--- src/rtl/shift_deserializer.sv ---
// LSB-first serial-to-parallel receiver with a one-word valid/ready output holding register.
// Define DESER_PARITY_EN to expect a trailing even-parity bit after each word.
module shift_deserializer #(
    parameter int WIDTH    = 8,
    parameter int LOGWIDTH = $clog2(WIDTH)
) (
    input  logic             clk,
    input  logic             reset,
    input  logic             data_i,
    input  logic             valid_i,
    input  logic             align_i,
    output logic [WIDTH-1:0] data_o,
    output logic             valid_o,
    input  logic             ready_i,
    output logic             overflow_o,
    output logic             parity_err_o
);
    typedef enum logic [1:0] {IDLE, SHIFT, PARITY} state_t;

    state_t              r_state, w_state_nxt, w_state_cur;
    logic [LOGWIDTH-1:0] r_cnt, w_cnt_nxt, w_idx;
    logic [WIDTH-1:0]    r_shift, w_shift_nxt, w_word, r_data;
    logic                r_valid, r_ovf;
    logic                w_complete, w_load;
`ifdef DESER_PARITY_EN
    logic                w_perr, r_perr;
`endif

    // align_i overrides the current frame position before the incoming bit is placed
    always_comb begin
        w_state_cur = align_i ? IDLE : r_state;
        w_idx       = align_i ? '0 : r_cnt;
        w_state_nxt = w_state_cur;
        w_cnt_nxt   = w_idx;
        w_shift_nxt = r_shift;
        w_word      = r_shift;
        w_complete  = 1'b0;
`ifdef DESER_PARITY_EN
        w_perr      = 1'b0;
`endif
        if (valid_i) begin
            case (w_state_cur)
                IDLE, SHIFT: begin
                    w_shift_nxt[w_idx] = data_i;
                    if (w_idx == LOGWIDTH'(WIDTH-1)) begin
                        w_cnt_nxt = '0;
`ifdef DESER_PARITY_EN
                        w_state_nxt = PARITY;
`else
                        w_state_nxt = IDLE;
                        w_complete  = 1'b1;
                        w_word      = w_shift_nxt;
`endif
                    end else begin
                        w_cnt_nxt   = w_idx + LOGWIDTH'(1);
                        w_state_nxt = SHIFT;
                    end
                end
`ifdef DESER_PARITY_EN
                PARITY: begin
                    w_state_nxt = IDLE;
                    w_complete  = 1'b1;
                    w_word      = r_shift;
                    w_perr      = (^r_shift) ^ data_i;
                end
`endif
                default: w_state_nxt = IDLE;
            endcase
        end
    end

    // A completed word is only accepted if the holding register is empty or being drained
    assign w_load = w_complete && (!r_valid || ready_i);

    always_ff @(posedge clk or posedge reset) begin
        if (reset) begin
            r_state <= IDLE;
            r_cnt   <= '0;
            r_shift <= '0;
            r_data  <= '0;
            r_valid <= 1'b0;
            r_ovf   <= 1'b0;
        end else begin
            r_state <= w_state_nxt;
            r_cnt   <= w_cnt_nxt;
            r_shift <= w_shift_nxt;
            if (w_load) begin
                r_data  <= w_word;
                r_valid <= 1'b1;
            end else if (r_valid && ready_i) begin
                r_valid <= 1'b0;
            end
            if (w_complete && !w_load)
                r_ovf <= 1'b1;
        end
    end

`ifdef DESER_PARITY_EN
    always_ff @(posedge clk or posedge reset) begin
        if (reset)
            r_perr <= 1'b0;
        else if (w_load)
            r_perr <= w_perr;
    end
    assign parity_err_o = r_perr;
`else
    assign parity_err_o = 1'b0;
`endif

    assign data_o     = r_data;
    assign valid_o    = r_valid;
    assign overflow_o = r_ovf;
endmodule

--- config.mk ---
export PLATFORM = sky130hd
export DESIGN_NAME = shift_deserializer
export DESIGN_NICKNAME = d
export VERILOG_FILES = /design/src/rtl/shift_deserializer.sv
export SDC_FILE = /design/constraint.sdc
export NUM_CORES = 1
export LEC_CHECK = 0
export BUFFER_PORTS_ARGS = -buffer_cell sky130_fd_sc_hd__buf_2
export CORE_MARGIN = 5
export CORE_UTILIZATION = 55
export CTS_CLUSTER_DIAMETER = 150
export DETAILED_ROUTE_END_ITERATION = 16
export HOLD_SLACK_MARGIN = 0.12
export PLACE_DENSITY = 0.8
export SYNTH_ARGS = -nofsm -noshare
export SYNTH_HDL_FRONTEND = slang
export SYNTH_SLANG_ARGS = --single-unit
export TNS_END_PERCENT = 30
--- constraint.sdc ---
create_clock -name clk -period 4.1 [get_ports clk]
set_input_delay 0.41 -clock clk [delete_from_list [all_inputs] [get_ports clk]]
set_output_delay 0.41 -clock clk [all_outputs]
set_load 0.02 [all_outputs]
# After elaboration in Yosys (flattened, before gate mapping)
# Cells that the tools add are included.
[totals]
reg_bits = 23
latch_bits = 0
ram_bits = 0
mem_bits_ro = 0
inputBits = 6
output_inout_bits = 11
wordCells = 41
n_memories = 0
[op_classes]
addsub = 1
multipliers = 0
div = 0
n_lt_le_gt_ge = 2
eq_ne = 2
shifts = 0
n_mux = 19
n_bitwise = 0
reduce_logical = 11
[op_table]
columns = ["cell", "count"]
rows = [
  ["2-to-1 mux 8 bit", 3],
  ["2-to-1 mux 3 bit", 4],
  ["bitwise mux 8 bit", 1],
  ["2-to-1 mux 1 bit", 7],
  ["2-to-1 mux 2 bit", 3],
  ["logical AND 1 bit", 4],
  ["< comparator 3 x 4 -> 1 bit, second input constant", 1],
  ["adder 3 x 1 -> 3 bit, second input constant", 1],
  ["demux 1 bit (select 3 bit)", 1],
  ["== test 3 bit, second input constant", 1],
  ["greater-or-equal comparator 3 x 1 -> 1 bit, second input constant", 1],
  ["== test 2 x 1 -> 1 bit, second input constant", 1],
  ["logical NOT 1 bit", 2],
  ["logical NOT 2 bit", 1],
  ["AND reduction 2 bit", 1],
  ["nonzero test 2 bit", 1],
  ["OR reduction 2 bit", 1],
  ["logical OR 1 bit", 1],
]

# Longest topological paths before layout
# Gate-level depths: netlist of run 1.
[logic_depth]
word_depth = 9
mapped_depth = 6
mapped_depth_nobuf = 4

# Worst setup path before layout of run 1
# OpenSTA, ideal clock, no wires.
[synth_path]
path_kind = "flip-flop to flip-flop"
from = "register r_cnt[1]"
to = "register r_data[3], in the netlist data_o[3]"
setup_time_ns = 0.128
arrival_ns = 1.548
t_required_ns = 3.972
slack_ns = 2.425
stages_incl_launch_ff = 7
synth_period_minus_slack_ns = 1.675
path_cell_list = "dfrtp_1 buf_4 and3b_1 ha_1 and4_1 buf_4 mux2_1"
[synth_via]
elab_chain_cells = 9
word_cells_on_any_way = 15
cone_classes = "order compare: 2; eq/ne: 1; mux: 10; reduce/logical: 2"
[synth_lines]
columns = ["element", "line", "rtl"]
rows = [
  ["from (decl)", "21", "logic [LOGWIDTH-1:0] r_cnt, w_cnt_nxt, w_idx;"],
  ["from (signal assigned)", "85", "r_cnt <= w_cnt_nxt;"],
  ["2-to-1 mux 3 bit *", "32", "w_idx = align_i ? '0 : r_cnt;"],
  ["< comparator 3 x 4 -> 1 bit (not written as such) / greater-or-equal comparator 3 x 1 -> 1 bit (equally long branches)", "44", "w_shift_nxt[w_idx] = data_i;"],
  ["logical AND 1 bit (not written as such)", "44", ""],
  ["2-to-1 mux 1 bit (not written as such)", "44", ""],
  ["demux 1 bit (select 3 bit)", "44", ""],
  ["bitwise mux 8 bit", "44", ""],
  ["2-to-1 mux 8 bit", "45", "if (w_idx == LOGWIDTH'(WIDTH-1)) begin"],
  ["2-to-1 mux 8 bit", "42", "case (w_state_cur)"],
  ["2-to-1 mux 8 bit", "41", "if (valid_i) begin"],
  ["to (signal assigned)", "88", "r_data <= w_word;"],
  ["to (decl)", "22", "logic [WIDTH-1:0] r_shift, w_shift_nxt, w_word, r_data;"],
]
# Mark *: on every way between the ends. The rest lies on a longest branch, timed or not.
# A chain may end at the register's enable or synchronous reset.

# Worst setup path after layout of run 1
[layout_path]
from = "register r_cnt[0]"
to = "register r_data[4], in the netlist data_o[4]"
# Same word-level chain as after synthesis.

==> flow_summary.yaml, run 1 <==
setup_path:
  r2r_cells: 4
  cp-startpoint: "r_cnt[0]"
  crit_path_end: "data_o[4]"
  reg2reg_setup_slack_ns: 2.03
  arrival_ns: 2.29
  cp-start-kind: "flop"
  required_ns: 4.31
  r2r-start: "r_cnt[0]"
  crit_type: "flop to flop"
  reg2reg_to: "data_o[4]"
  critPathCaptureType: "flop"
  critPathMaxFanout: 11
status:
  outcome: "finished, final reports clean"
floorplan:
  dieHeight_um: 56.69
  start_util: 0.5580
  die_x_um: 56.69
  io_pins: 17
  num_rows: 17
  dieArea_um2: 3213
  fp.coreArea_um2: 2148
logic_synthesis:
  synth_cells: 98
  yosys.cell_types.count: 39
  syn_avg_cell_area_um2: 12.23
  synth-seq-cells: 22
  seq_area_frac_synth: 0.4593
  synth_top_area_frac: 0.4593
  yosys.area.top_type: "dfrtp_1"
  synthTopCellsByArea: "dfrtp_1 (46%), mux2_1 (12%), mux2_4 (3.8%)"
  ys_warn_count: 0
  syn_nets: 105
  syn_area_um2: 1199
pwr:
  p_leak_nw: 0.6508
  power_uw: 433.9
  seq_power_share: 0.584
  ir_worst_vdd_uv: 233.5
  pwr-share-clk: 0.278
  power_switching_uw: 115.2
  powerDensity_nw_per_um2: 339.7
  internal_power_uw: 318.7
  swShare: 0.2656
  combinationalPowerShare: 0.139
clock_tree:
  cts.clk_slew.worst_paths_ns: 0.12
  post_cts_resized: 0
  worstSkewPairLatency_ns: 0.31
  cts_setup_buffers: 0
  cts.sinks: 22
  clockRootBuffer: "clkbuf_4"
  cts_buffer_depth: 2
  h-tree-depth: 1
  cts_tree: "yes"
  hold_buffers: 0
  cts_buffers: 3
finish:
  drive_gt1_frac: 0.2593
  seq_area_um2: 550.5
  areaGrowthSynthToFinish_pct: 6.577
  fin_nets: 116
  layoutNonFillerInstCount: 136
  finish.utilization: 0.5946
  multiInputGateArea_um2: 561.8
  antennaDiodeCount: 0
  nFillCells: 190
global_route:
  grtUsageTotal: 0.1573
  grt_pass1_vias: 837
  antenna_found_initial: 0
  grt_overflow: 0
  grt_start_max_net_pins: 23
  grt_pass1_wl_mm: 3.946
timing:
  worst_pin_slew_ns: 0.8221
  hold_viol: 0
  slew_viol_final: 0
  rsz0062_at_grt: "false"
  finClkSkew_ns: 0.003072
  finalSetupViolations: 0
  fmax_ghz: 0.4825
  final.min_clock_period_ns: 2.073
  fin_ws_ns: 2.027
  tns_ns: 0
  slew_headroom: 0.4513
  finalCritPeriodShare: 0.5055
placement:
  routabilityCongestion: 0.7707
  dpl_worst_slack_ns: 1.979
  io_buffers: 15
  dp.cells: 132
  hpwl_mm: 1.558
detailed_routing:
  postRouteAntennaNets: 0
  drt-total-wl_mm: 2.190
  drt_iter0_drc: 6
  vias_per_cell: 5.699
  vias: 775
  first_pass_iters: 4
  drc_errors: 0
  wire_per_inst_um: 16.10
min_path:
  hold_path_class: "input port to async pin"
job:
  maxCapViolCount: 0
==> area by class of cell <==
| cell class | instances | area share |
|---|---|---|
| Tap cell | 28 | 0.02742 |
| Clock buffer | 4 | 0.02840 |
| Timing Repair Buffer | 15 | 0.05877 |
| Inverter | 5 | 0.01469 |
| Multi-Input combinational cell | 62 | 0.4398 |
| Sequential cell | 22 | 0.4309 |
==> Yosys cell counts <==
cell	n
o21ai_0	3
dfrtp_1	22
o21ai_1	2
and4bb_1	1
mux2_4	3
nor2b_1	2
nand4_1	2
a31oi_1	1
nand4b_1	2
o211ai_1	1
nor4b_1	1
nor2_1	2
or3b_1	1
inv_2	1
nor3b_2	1
o21bai_1	1
or4_1	1
mux2_1	13
ha_1	1
buf_6	2
inv_1	4
nor4b_2	2
clkbuf_1	2
xnor2_1	1
a41oi_1	1
nand3_1	2
conb_1	1
mux2_2	1
a21oi_1	1
and4_1	1
buf_4	5
and3b_1	1
o31ai_1	1
nand2b_1	2
nand2_1	2
nor3_1	1
nand4b_4	1
nor4bb_1	2
mux2i_1	4
==> how the worst min path moves through the flow <==
stage | cells past startpoint | start | to | slack [ns]
floorplan | 1 | reset | data_o[0] | 0.40
global placement | 1 | overflow_o | overflow_o | 0.46
detailed placement | 1 | overflow_o | overflow_o | 0.47
CTS | 2 | reset | data_o[2] | 0.27
global route | 2 | reset | data_o[4] | 0.32
finish | 2 | reset | data_o[4] | 0.24
==> critical path, stage by stage (launching register included) <==
cell	delay, ns
dfrtp_1	0.61
and3b_1	0.28
ha_1	0.20
and4_1	0.49
mux2_2	0.38
==> kinds of logic (layout without fill, tap and decap cells) <==
kind of cell	Yosys count	in the layout	share of synthesized area
AO/OA/AOI/OAI	11	11	0.05637
XOR/XNOR	1	1	0.007308
adder cells (fa/ha/maj)	1	1	0.01044
buffers and inverters	14	24	0.07202
flip-flops	22	22	0.4593
multiplexers	21	21	0.2025
other	1	1	0.003129
AND/OR/NAND/NOR	27	27	0.1889
==> stage by stage <==
step	hold WS [ns]	area, um2
4_1_cts	0.2691	1277
6_report	0.2356	1277
3_3_place_gp	0.4632	1241
3_5_place_dp	0.4740	1241
2_1_floorplan	0.3992	1199
5_1_grt	0.3206	1277
==> placed cells by master, fill, tap and decap left out, drive strengths merged, types with 2 or more instances in the layout <==
cell     n
nand3    2
nor2b    2
buf     15
mux2i    4
nor4bb   2
mux2    17
nand2    2
nand4b   3
clkbuf   4
nand2b   2
nor2     2
inv      5
nand4    2
o21ai    5
nor4b    3
dfrtp   22
==> power by group through the flow <==
| stage | clock (mW) | sequential, mW | combinational, mW |
|---|---|---|---|
| 2_1_floorplan | 0 | 0.248 | 0.0597 |
| 3_3_place_gp | 0 | 0.256 | 0.0582 |
| 3_5_place_dp | 0 | 0.258 | 0.0605 |
| 4_1_cts | 0.124 | 0.253 | 0.0611 |
| 5_1_grt | 0.138 | 0.257 | 0.0690 |
| 6_report | 0.120 | 0.253 | 0.0601 |
==> sequential cells by signal (all words and copies together), names as in the netlist <==
| signal | flops |
|---|---|
| overflow_o | 1 |
| r_state | 1 |
| data_o | 8 |
| r_shift | 8 |
| valid_o | 1 |
| r_cnt | 3 |
==> routing by layer <==
| metal | routed length (um) | global-route usage | up-vias |
|---|---|---|---|
| met5 | 0 | 0 | - |
| li1 | - | - | 370 |
| met4 | 53 | 0.07119 | 0 |
| met3 | 71 | 0.02069 | 9 |
| met2 | 1108 | 0.2624 | 16 |
| met1 | 957 | 0.2000 | 380 |
No activity file was read; power rests on OpenSTA's default activity.
==> inputs of run 2 (changes only) <==
- ABC_AREA: not set -> 1
- CORE_UTILIZATION: 55 -> 54
- PLACE_DENSITY: 0.8 -> 0.79
- clock period: 4.1 -> 1.92 ns (I/O delays scaled with it)
==> run 2 against run 1 <==
  * First-iteration DRC count increased to 3.0 times the previous value
  * Core utilization increased by 3.9 points
  * Die area decreased by 5.5%
  * Combinational power increased to 2.6 times the previous value
  * Maximum frequency increased by 31%
  * Total power increased by 110%
  * Design area decreased by 3.7%
  * Synthesized area decreased by 8.4%
  * Critical endpoint is now data_o[2]
  * Highest routed layer unchanged
==> flow_summary.yaml, run 2 <==
status:
  outcome: "finished, final reports clean"
pwr:
  swShare: 0.2933
  seq_power_share: 0.596
  powerDensity_nw_per_um2: 726.4
  ir_worst_vdd_uv: 477.9
  pwr-share-clk: 0.227
  p_leak_nw: 0.6909
  power_switching_uw: 262.0
  combinationalPowerShare: 0.177
  internal_power_uw: 631.3
timing:
  tns_ns: 0
  hold-worst-slack_ns: 0.2274
  rsz0062_at_grt: "false"
  finClkSkew_ns: 0.005533
  fmax_ghz: 0.6344
  final.min_clock_period_ns: 1.576
  finalCritPeriodShare: 0.8210
  slew_headroom: 0.4639
  slew_viol_final: 0
  hold_viol: 0
  worst_pin_slew_ns: 0.8033
  finalSetupViolations: 0
detailed_routing:
  drt-total-wl_mm: 2.122
  first_pass_iters: 4
  vias: 923
  drc_errors: 0
  wire_per_inst_um: 11.60
  drt_iter0_drc: 18
  postRouteAntennaNets: 0
  vias_per_cell: 5.044
setup_path:
  required_ns: 2.13
  critPathCaptureType: "flop"
  crit_type: "flop to flop"
  critPathMaxFanout: 10
  arrival_ns: 1.78
  cp-start-kind: "flop"
clock_tree:
  cts.sinks: 22
  cts_tree: "yes"
  worstSkewPairLatency_ns: 0.31
  cts_buffers: 3
  post_cts_resized: 0
  clockRootBuffer: "clkbuf_4"
  cts_buffer_depth: 2
  h-tree-depth: 1
  cts.clk_slew.worst_paths_ns: 0.11
logic_synthesis:
  syn_avg_cell_area_um2: 7.903
  syn_nets: 146
  yosys.cell_types.count: 19
  synth_top_area_frac: 0.5011
  syn_area_um2: 1099
  synth_common_cells: "nand2_1 (51), dfrtp_1 (22), nand3_1 (19)"
  synth-seq-cells: 22
  synth_ff_type: "dfrtp_1"
  yosys.area.top_type: "dfrtp_1"
  async_flop_share: 1.000
  synthMostInstantiatedCell: "nand2_1"
  synth-edff-count: 0
  ys_warn_count: 0
  synth_cells: 139
  seq_area_frac_synth: 0.5011
  synthTopCellsByArea: "dfrtp_1 (50%), nand2_1 (17%), nand3_1 (8.7%)"
global_route:
  grt_pass1_wl_mm: 3.581
  grtUsageTotal: 0.1679
  grt_start_max_net_pins: 23
  grt_overflow: 0
  antenna_found_initial: 0
  grt_pass1_vias: 819
min_path:
  hold_path_class: "input port to flop"
placement:
  io_buffers: 15
  hpwl_mm: 1.638
  routabilityCongestion: 0.8323
finish:
  areaGrowthSynthToFinish_pct: 11.96
  drive_gt1_frac: 0.1795
  nFillCells: 172
  fin_nets: 165
  mostFrequentLayoutCell: "nand2_1"
  antennaDiodeCount: 0
  final_cell_mix: "nand2_1 (51), dfrtp_1 (22), nand3_1 (19)"
floorplan:
  dieHeight_um: 55.11
  fp.coreArea_um2: 1942
  die_x_um: 55.11
  num_rows: 16
  io_pins: 17
  start_util: 0.5657
  dieArea_um2: 3037
job:
  maxCapViolCount: 0
## run 2: cell count changes in the layout (fill, tap and decap cells not counted), sizes merged, moves of 3 or more
cell	previous run	this run
inv	5	17
mux2i	4	0
nand3	2	20
nand2	2	53
o21ai	5	10
nor2	2	9
nor4b	3	0
mux2	17	0
nand4b	3	0
## run 2: layer usage
layer,part of all wire,track usage
met4,0.023,0.1012
met3,0.053,0.02681
met2,0.47,0.2579
met1,0.45,0.2209
met5,0,0
## run 2: area by class of cell
class	count	area, um2	share of cell area
Sequential cell	22	550.5	0.4476
Inverter	17	63.81	0.05188
Multi-Input combinational cell	97	464.2	0.3774
Tap cell	27	33.78	0.02747
Timing Repair Buffer	17	95.09	0.07731
Clock buffer	3	22.52	0.01831
## run 2: worst max-delay path, stage by stage, from the launching register on
cell and delay (ns):
dfrtp_1 0.52, inv_2 0.06, nor2_1 0.18, ha_1 0.22
nand3_4 0.11, nor2_8 0.17, inv_2 0.09, nand2_1 0.07
nand2_1 0.05
## run 2: path summary, 6_finish.rpt
check | depth (start not counted) | slack [ns] | startpoint | to
worst max-delay path | 8 | 0.34 | r_cnt[1] | data_o[2]
worst min-delay path | 4 | 0.23 | ready_i | valid_o
worst max register to register | 8 | 0.34 | r_cnt[1] | data_o[2]
worst min register to register | 1 | 0.49 | overflow_o | overflow_o
max in group asynchronous | 3 | 0.86 | reset | data_o[5]
min in group asynchronous | 3 | 0.56 | reset | data_o[1]
## run 2: per-stage QoR
stage / cell area (um2) / setup WS, ns / utilization / std cells / power [mW]
after floorplan: 1099 / 0.5085 / - / 139 / 0.6559
after global placement: 1187 / 0.4006 / 0.6115 / 178 / 0.6894
after detailed placement: 1187 / 0.3621 / 0.6115 / 178 / 0.6969
after CTS: 1230 / 0.3524 / 0.6334 / 183 / 0.8994
after global routing: 1230 / 0.2046 / 0.6334 / 183 / 0.9526
final: 1230 / 0.3438 / 0.6334 / 183 / 0.8934
## run 2: cell families after synthesis
logic type,count (synthesis),share of synthesized area
and+or+nand+nor,83,0.3508
DFF,22,0.5011
buffers and inverters,20,0.07630
AOI/OAI and AO/OA,12,0.05694
adders and majority gates,1,0.01139
other,1,0.003414
## run 2: power by group through the flow
stage | Sequential [mW] | Combinational [mW] | Clock, mW
3_3_place_gp | 0.539 | 0.151 | 0
2_1_floorplan | 0.537 | 0.119 | 0
5_1_grt | 0.538 | 0.185 | 0.230
6_report | 0.532 | 0.158 | 0.203
3_5_place_dp | 0.541 | 0.156 | 0
4_1_cts | 0.532 | 0.160 | 0.208
## run 2: what timing repair did
action                                  CTS  global route
endpoints found under the setup margin    0             0
hold buffers                              2             0
setup buffers                             0             0
endpoints found under the hold margin    23             0
==> inputs of run 3 (changes only) <==
- ABC_AREA: 1 -> 0
- CORE_UTILIZATION: 54 -> 50
- PLACE_DENSITY: 0.79 -> 0.77
- clock period: 1.92 -> 1.3 ns (I/O delays scaled with it)
==> run 3 against run 2 <==
  * The flow now finishes with violations (setup timing)
  * Total power grew 93%
  * Core utilization grew 12 points
  * Critical endpoint is now data_o[4]
  * Combinational power grew to 2.6 times the previous value
  * Sequential share of layout area shrank 12 points
  * First-iteration DRC count shrank 22%
  * Setup slack lost 0.63 ns
  * Global-route usage grew 1.6 points
  * Critical path depth shrank 3
  * Highest routed layer unchanged
  * Clock-buffer cell count is the same
  * Die area grew 14%
  * Critical path type unchanged
  * Via count shrank 0.87%
  * Maximum frequency shrank 0.46%
==> flow_summary.yaml, run 3 (same netlist as run 1, synthesis figures left out) <==
clock_tree:
  clockRootBuffer: "clkbuf_4"
  cts.clk_slew.worst_paths_ns: 0.13
  cts_buffers: 3
  worstSkewPairLatency_ns: 0.32
  cts_buffer_depth: 2
  h-tree-depth: 1
  cts.sinks: 22
  cts_tree: "yes"
placement:
  hpwl_mm: 1.865
  place_area_um2: 1425
  routabilityCongestion: 0.7914
  io_buffers: 15
floorplan:
  start_util: 0.5316
  die_x_um: 58.96
  dieArea_um2: 3476
  fp.coreArea_um2: 2255
  io_pins: 17
  num_rows: 17
  dieHeight_um: 58.96
timing:
  final.min_clock_period_ns: 1.584
  rsz0062_at_grt: "true"
  slew_viol_final: 0
  finalCritPeriodShare: 1.218
  finClkSkew_ns: 0.01127
  hold_viol: 0
  finalSetupViolations: 17
  fmax_ghz: 0.6315
  hold-worst-slack_ns: 0.2215
  fin_ws_ns: -0.2836
finish:
  seq_area_um2: 553.0
  drive_gt1_frac: 0.5441
  nFillCells: 149
  antennaDiodeCount: 0
  mostFrequentLayoutCell: "buf_4"
  areaGrowthSynthToFinish_pct: 40.81
  stdcell_area_um2: 1688
  fin_nets: 144
  multiInputGateArea_um2: 710.7
  final_cell_mix: "buf_4 (21), dfrtp_1 (20), buf_2 (15)"
  finish.utilization: 0.7486
pwr:
  ir_worst_vdd_uv: 784.7
  p_leak_nw: 0.8375
  powerDensity_nw_per_um2: 1019
  power_mw: 1.720
setup_path:
  arrival_ns: 1.81
  reg2reg_setup_slack_ns: -0.28
  reg2reg_to: "data_o[4]"
  r2r_cells: 5
  cp-start-kind: "flop"
  critPathMaxFanout: 6
  critPathCaptureType: "flop"
  crit_type: "flop to flop"
  required_ns: 1.52
  r2r-start: "r_cnt[0]"
detailed_routing:
  wire_per_inst_um: 18.20
  drt-total-wl_mm: 2.984
  first_pass_iters: 4
  drt_iter0_drc: 14
  drc_errors: 0
  vias_per_cell: 5.579
  postRouteAntennaNets: 0
  vias: 915
min_path:
  hold_depth: 4
  min_from: "ready_i"
  hold_path_class: "input port to flop"
  whs_endpoint: "valid_o"
global_route:
  grt_overflow: 0
  antenna_found_initial: 0
  grt_start_max_net_pins: 23
  grtUsageTotal: 0.1836
  grt_pass1_vias: 999
  grt_pass1_wl_mm: 4.726
status:
  violations: "setup timing"
  outcome: "finished, violations left"
job:
  maxCapViolCount: 0
==> run 3: critical path: stages (launching register included) <==
cell and delay [ns]:
dfrtp_2 0.43, and3b_1 0.26, ha_4 0.16, and4_4 0.23, buf_12 0.12, mux2_4 0.29
==> run 3: worst max path at each step <==
stage | startpoint | endpoint | slack (ns) | cells after the start
floorplan | r_cnt[1] | data_o[3] | -0.30 | 6
global placement | r_cnt[0] | data_o[4] | -0.36 | 4
detailed placement | r_cnt[0] | data_o[4] | -0.42 | 4
CTS | r_cnt[0] | data_o[4] | -0.27 | 5
global route | r_cnt[0] | data_o[5] | -0.33 | 5
finish | r_cnt[0] | data_o[4] | -0.28 | 5
==> run 3: stage by stage <==
stage	std cells	setup slack, ns	setup TNS [ns]
after global placement	153	-0.3578	-2.119
after floorplan	98	-0.2962	-1.868
after CTS	163	-0.2707	-2.831
final	164	-0.2836	-3.373
after detailed placement	153	-0.4208	-2.989
after global routing	164	-0.3346	-4.320
==> run 3: area by class of cell <==
| class | instances | area share |
|---|---|---|
| Timing Repair Buffer | 43 | 0.1883 |
| Sequential cell | 22 | 0.3276 |
| Clock buffer | 3 | 0.01334 |
| Multi-Input combinational cell | 62 | 0.4211 |
| Inverter | 5 | 0.01112 |
| Tap cell | 28 | 0.02076 |
| Clock inverter | 1 | 0.01779 |
==> run 3: routing by layer <==
layer | vias up | share of wire | GRT usage | wire length, um
li1 | 430 | - | - | -
met1 | 464 | 0.40 | 0.2074 | 1202
met2 | 17 | 0.55 | 0.3202 | 1641
met3 | 4 | 0.034 | 0.04386 | 102
met4 | 0 | 0.012 | 0.09061 | 37
met5 | - | 0 | 0 | 0
==> run 3: report_power, final <==
| group | internal, mW | switching, mW |
|---|---|---|
| registers | 0.744 | 0.0391 |
| logic | 0.221 | 0.187 |
| clock network | 0.312 | 0.217 |
==> run 3: what timing repair did <==
action | in CTS | in global routing
endpoints found under the hold margin | 23 | 0
gates resized for setup | 24 | 6
hold buffers | 2 | 0
pin swaps | 6 | 2
buffers inserted | 4 | 1
setup endpoints to repair | 19 | 19
